### config.mk
export PLATFORM = sky130hd
export DESIGN_NAME = seg7_scan_controller
export DESIGN_NICKNAME = d
export VERILOG_FILES = /design/src/rtl/seg7_scan_controller.sv
export SDC_FILE = /design/constraint.sdc
export NUM_CORES = 1
export LEC_CHECK = 0
export CAP_MARGIN = 15
export CORE_ASPECT_RATIO = 2
export CORE_UTILIZATION = 44
export CTS_CLUSTER_SIZE = 8
export DETAILED_ROUTE_END_ITERATION = 16
export MAX_ROUTING_LAYER = met4
export PLACE_DENSITY = 0.72
export SYNTH_ARGS = -nofsm -noshare
export SYNTH_HDL_FRONTEND = slang
export SYNTH_SLANG_ARGS = --single-unit
### constraint.sdc
create_clock -name CLK -period 2.2 [get_ports CLK]
set_input_delay 0.66 -clock CLK [delete_from_list [all_inputs] [get_ports CLK]]
set_output_delay 0.66 -clock CLK [all_outputs]
set_load 0.01 [all_outputs]
### src/rtl/seg7_scan_controller.sv
// Four-digit multiplexed 7-segment scan controller with a dark gap between digits,
// double-buffered digit data committed on frame wrap, and leading-zero blanking.
module seg7_scan_controller #(
    parameter int REFRESH_DIV  = 100000,
    parameter int BLANK_CYCLES = 1000
) (
    input  logic        CLK,
    input  logic        RESET,
    input  logic        ENABLE,
    input  logic        LOAD,
    input  logic [15:0] DIGITS_IN,
    input  logic [3:0]  DOTS_IN,
    input  logic        LZ_BLANK,
    output logic [3:0]  BINARY_OUT,
    output logic [1:0]  SEGMENT_OUT,
    output logic        DOT_OUT,
    output logic        BLANK_OUT,
    output logic        LOAD_ACK
);
    localparam int CNT_MAX = (REFRESH_DIV > BLANK_CYCLES) ? REFRESH_DIV : BLANK_CYCLES;
    localparam int CW      = $clog2(CNT_MAX + 1);
    localparam logic [CW-1:0] SHOW_LAST = CW'(REFRESH_DIV - 1);
    localparam logic [CW-1:0] GAP_LAST  = CW'((BLANK_CYCLES > 0) ? (BLANK_CYCLES - 1) : 0);

    typedef enum logic [1:0] {
        IDLE = 2'd0,
        SHOW = 2'd1,
        GAP  = 2'd2
    } state_t;

    state_t        state_r, state_s;
    logic [CW-1:0] presc_r, presc_s;
    logic [1:0]    idx_r, idx_s;
    logic [15:0]   act_digits_r, act_digits_s;
    logic [3:0]    act_dots_r, act_dots_s;
    logic [15:0]   pend_digits_r, pend_digits_s;
    logic [3:0]    pend_dots_r, pend_dots_s;
    logic          pend_r, pend_s;
    logic          commit_s;
    logic [3:0]    binary_s;
    logic          dot_s;
    logic          blank_s;

    // A digit is suppressed only if it and every more significant digit is a dot-less zero.
    function automatic logic lz_suppress(input logic [15:0] digits, input logic [3:0] dots,
                                         input logic [1:0] idx, input logic lz);
        logic zero_above;
        zero_above = 1'b1;
        for (int k = 3; k >= 1; k--) begin
            if (k >= int'(idx)) begin
                zero_above = zero_above & (digits[4*k +: 4] == 4'd0) & ~dots[k];
            end else begin
                zero_above = zero_above;
            end
        end
        return lz & (idx != 2'd0) & zero_above;
    endfunction

    // Next-state, buffer commit and output value computation.
    always_comb begin
        state_s  = state_r;
        presc_s  = presc_r;
        idx_s    = idx_r;
        commit_s = 1'b0;
        if (!ENABLE) begin
            state_s  = IDLE;
            presc_s  = {CW{1'b0}};
            idx_s    = 2'd0;
            commit_s = pend_r & (state_r == IDLE);
        end else begin
            case (state_r)
                IDLE: begin
                    state_s  = SHOW;
                    presc_s  = {CW{1'b0}};
                    idx_s    = 2'd0;
                    commit_s = pend_r;
                end
                SHOW: begin
                    if (presc_r == SHOW_LAST) begin
                        presc_s  = {CW{1'b0}};
                        idx_s    = idx_r + 2'd1;
                        commit_s = pend_r & (idx_r == 2'd3);
                        if (BLANK_CYCLES > 0) begin
                            state_s = GAP;
                        end else begin
                            state_s = SHOW;
                        end
                    end else begin
                        presc_s = presc_r + CW'(1);
                    end
                end
                GAP: begin
                    if (presc_r == GAP_LAST) begin
                        presc_s = {CW{1'b0}};
                        state_s = SHOW;
                    end else begin
                        presc_s = presc_r + CW'(1);
                    end
                end
                default: begin
                    state_s = IDLE;
                    presc_s = {CW{1'b0}};
                    idx_s   = 2'd0;
                end
            endcase
        end

        // The commit uses the pending data as it stood before any same-cycle LOAD.
        act_digits_s  = commit_s ? pend_digits_r : act_digits_r;
        act_dots_s    = commit_s ? pend_dots_r : act_dots_r;
        pend_digits_s = LOAD ? DIGITS_IN : pend_digits_r;
        pend_dots_s   = LOAD ? DOTS_IN : pend_dots_r;
        pend_s        = LOAD | (pend_r & ~commit_s);

        binary_s = act_digits_s[{idx_s, 2'b00} +: 4];
        dot_s    = act_dots_s[idx_s];
        blank_s  = (state_s != SHOW) | lz_suppress(act_digits_s, act_dots_s, idx_s, LZ_BLANK);
    end

    // State, buffers and registered outputs.
    always_ff @(posedge CLK) begin
        if (RESET) begin
            state_r       <= IDLE;
            presc_r       <= {CW{1'b0}};
            idx_r         <= 2'd0;
            act_digits_r  <= 16'd0;
            act_dots_r    <= 4'd0;
            pend_digits_r <= 16'd0;
            pend_dots_r   <= 4'd0;
            pend_r        <= 1'b0;
            BINARY_OUT    <= 4'd0;
            SEGMENT_OUT   <= 2'd0;
            DOT_OUT       <= 1'b0;
            BLANK_OUT     <= 1'b1;
            LOAD_ACK      <= 1'b0;
        end else begin
            state_r       <= state_s;
            presc_r       <= presc_s;
            idx_r         <= idx_s;
            act_digits_r  <= act_digits_s;
            act_dots_r    <= act_dots_s;
            pend_digits_r <= pend_digits_s;
            pend_dots_r   <= pend_dots_s;
            pend_r        <= pend_s;
            BINARY_OUT    <= binary_s;
            SEGMENT_OUT   <= idx_s;
            DOT_OUT       <= dot_s;
            BLANK_OUT     <= blank_s;
            LOAD_ACK      <= commit_s;
        end
    end
endmodule

==> flow_metrics.env <==
export IMPL_die_w_um=62.4
export IMPL_coreArea_um2=6990
export IMPL_hold_depth=2
export IMPL_min_period_ns=2.08
export IMPL_synth_area_um2=3210
export IMPL_hold_end="act_dots_r[0]$_SDFF_PP0_"
export IMPL_reg2reg_slack_ns=0.12
export IMPL_syn_inst=358
export IMPL_max_vdd_ir_drop_mv=0.522
export IMPL_clock_sinks=69
export IMPL_max_freq_ghz=0.481
export IMPL_worst_setup_path_start_kind="flop"
export IMPL_grt_pass1_wl_um=13300
export IMPL_clock_root_buffer="clkbuf_16"
export IMPL_grt_pass1_vias=2880
export IMPL_power_mw=2.96
export IMPL_track_usage=0.235
export IMPL_status="finished, final reports clean"
export IMPL_dieArea_um2=7670
export IMPL_path_cells="buf_4 -> clkdlybuf4s50_1"
export IMPL_arrival_ns=1.42
export IMPL_layout_nets=453
export IMPL_cts_tree="yes"
export IMPL_cts_hold_buffers_added=0
export IMPL_max_slew_margin=0.674
export IMPL_cpPeakStageDelay_ns=0.54
export IMPL_post_route_drc_count=0
export IMPL_final_cells=515
export IMPL_die_h_um=123
export IMPL_grt_start_max_net_pins=23
export IMPL_ys_flop_type="dfxtp_1"
export IMPL_reg2reg_depth=7
export IMPL_finalMaxSlewViolations=0
export IMPL_num_antenna_cells=0
export IMPL_cts_htree_levels=3
export IMPL_r2r_end="BINARY_OUT[1]$_SDFF_PP0_"
export IMPL_clock_path_buffers=2
export IMPL_period_share=0.945
export IMPL_setup_violations_final=0
export IMPL_finish_utilization=0.598
export IMPL_cts_buffers=9
export IMPL_yosys_area_top_type="dfxtp_1"
export IMPL_worstHoldPathType="reg -> reg"
export IMPL_synthTopCellsByArea="dfxtp_1 43%, mux2i_1 13%, nor2_1 6.4%, nand2_1 6.2%, a21oi_1 3.4%"
export IMPL_area_growth_pct=30.2
export IMPL_hold_viol_final=0
export IMPL_critical_path_buf_inv_count=2
export IMPL_portBuffers=33
export IMPL_async_flop_share=0
export IMPL_drive_above_1_share=0.155
export IMPL_cp_top_family="buffers and inverters"
export IMPL_fp_row_count=43
export IMPL_detailed_place_hpwl_um=6330
export IMPL_worstMarginPinSlew_ns=0.488
export IMPL_synth_common_cells="69 x dfxtp_1, 55 x nor2_1, 53 x nand2_1"
export IMPL_antenna_found_initial=0
export IMPL_wl_um=8260
export IMPL_worstSetupPathType="reg -> out"
export IMPL_synth_distinct_cells=49
export IMPL_powerDensity_nw_per_um2=709
export IMPL_via_per_inst=5.43
export IMPL_max_cap_violations=0
export IMPL_min_from="act_dots_r[0]$_SDFF_PP0_"
export IMPL_power_static_leakage_nw=1.54
export IMPL_clk_latency_ns=0.33
export IMPL_dp_cells=499
export IMPL_cp_end_kind="output port"
export IMPL_yosysWarnings=0
export IMPL_ys_seq_area_frac=0.430
export IMPL_synth_nets=389
export IMPL_ant_nets=0
export IMPL_synthMostInstantiatedCell="dfxtp_1"
export IMPL_synth_edf_count=0
export IMPL_ios=34
export IMPL_slowest_stage="clkdlybuf4s50_1"
export IMPL_timing_rr_start="presc_r[12]$_SDFF_PP0_"
export IMPL_fin_skew_ns=0.00651
export IMPL_via_count=2797
export IMPL_clkTransAtPathRegs_ns=0.05
export IMPL_initial_utilization=0.459
export IMPL_drt_pass1_iterations=4
export IMPL_gr_total_overflow=0
export IMPL_yosysTopAreaCellShare=0.430
export IMPL_place_congestion=0.919
export IMPL_crit_fanout=4
export IMPL_drt_iter0_markers=229
export IMPL_rsz0062_at_grt="false"
export IMPL_ys_seq_elements=69
export IMPL_syn_avg_cell_area_um2=8.98
export IMPL_wl_per_cell_um=16.0
export IMPL_required_ns=1.54
==> through the flow <==
stage	area, µm²	hold WS (ns)	setup WS [ns]	setup TNS, ns
final	4180	0.460	0.121	0
after global routing	4180	0.487	0.00938	0
after CTS	4130	0.462	0.0538	0
after detailed placement	3850	0.456	-0.235	-1.04
after global placement	3850	0.453	-0.245	-0.811
after floorplan	3210	0.426	0.113	0
==> registers in the layout, indices dropped and copies added (netlist names), 2 cells and up <==
signal / cells
state_r: 2
pend_dots_r: 4
BINARY_OUT: 4
presc_r: 17
idx_r: 2
pend_digits_r: 16
act_digits_r: 16
act_dots_r: 4
==> worst reg2reg max path: stages, from the launching register on <==
cell and delay (ns):
dfxtp_1 0.36, and4bb_4 0.40, and4_4 0.27, mux2_4 0.34
buf_12 0.16, mux2i_1 0.16, o22a_1 0.16, o221ai_1 0.10
==> layout by cell type, fill, tap and decap left out, drive strengths merged, types with 6 or more instances in the layout <==
master,synthesis,layout
nor2,55,55
xnor2,9,9
clkdlybuf4s50,0,33
inv,7,7
ha,6,6
dfxtp,69,69
mux2i,41,41
nand2,53,53
buf,6,37
o22a,6,6
clkbuf,11,12
nand4,10,10
xor2,7,7
a21oi,22,22
==> what timing repair did <==
action / 4_1_cts / 5_1_grt
setup buffers: 0 / 2
endpoints found under the setup margin: 0 / 6
gates resized for setup: 0 / 9
==> cell families after synthesis <==
kind of cell	after synthesis	synth area share
AND/OR/NAND/NOR	150	0.225
XOR/XNOR	16	0.0436
flip-flops	69	0.430
adder cells (fa/ha/maj)	6	0.0234
buffers and inverters	24	0.0366
multiplexers	43	0.136
AO/OA/AOI/OAI	50	0.105
==> power by group <==
group,internal [mW],total (mW),switching [mW]
sequential,1.29,1.33,0.0409
combinational,0.134,0.253,0.119
clock,0.893,1.38,0.488
total,2.32,2.96,0.647
==> metal layers <==
layer  part of all wire  up-vias  wire [µm]  global-route usage
met2               0.56       67       4650               0.446
met3              0.030       38        247              0.0381
met4              0.073        0        599               0.203
met1               0.33     1306       2760               0.191
met5                  0        -          0                   -
li1                   -     1386          -                   -
==> worst max-delay path by stage <==
stage / slack (ns) / start / endpoint / cells past startpoint
CTS: 0.05 / presc_r[1]$_SDFF_PP0_ / BINARY_OUT[1]$_SDFF_PP0_ / 7
global route: 0.009 / state_r[0]$_SDFF_PP0_ / BINARY_OUT[1]$_SDFF_PP0_ / 9
floorplan: 0.11 / presc_r[0]$_SDFF_PP0_ / BINARY_OUT[0]$_SDFF_PP0_ / 9
global placement: -0.25 / ENABLE / BLANK_OUT$_SDFF_PP1_ / 6
detailed placement: -0.23 / ENABLE / BLANK_OUT$_SDFF_PP1_ / 6
finish: 0.12 / idx_r[0]$_SDFF_PP0_ / SEGMENT_OUT[0] / 2
==> area by class of cell <==
type                            count  area (µm²)
Clock buffer                       12         246
Clock inverter                      2        35.0
Fill cell                         622        2810
Tap cell                           90         113
Sequential cell                    69        1380
Timing Repair Buffer               70         633
Inverter                            7        26.3
Multi-Input combinational cell    265        1750
(Power assumes the default switching activity.)
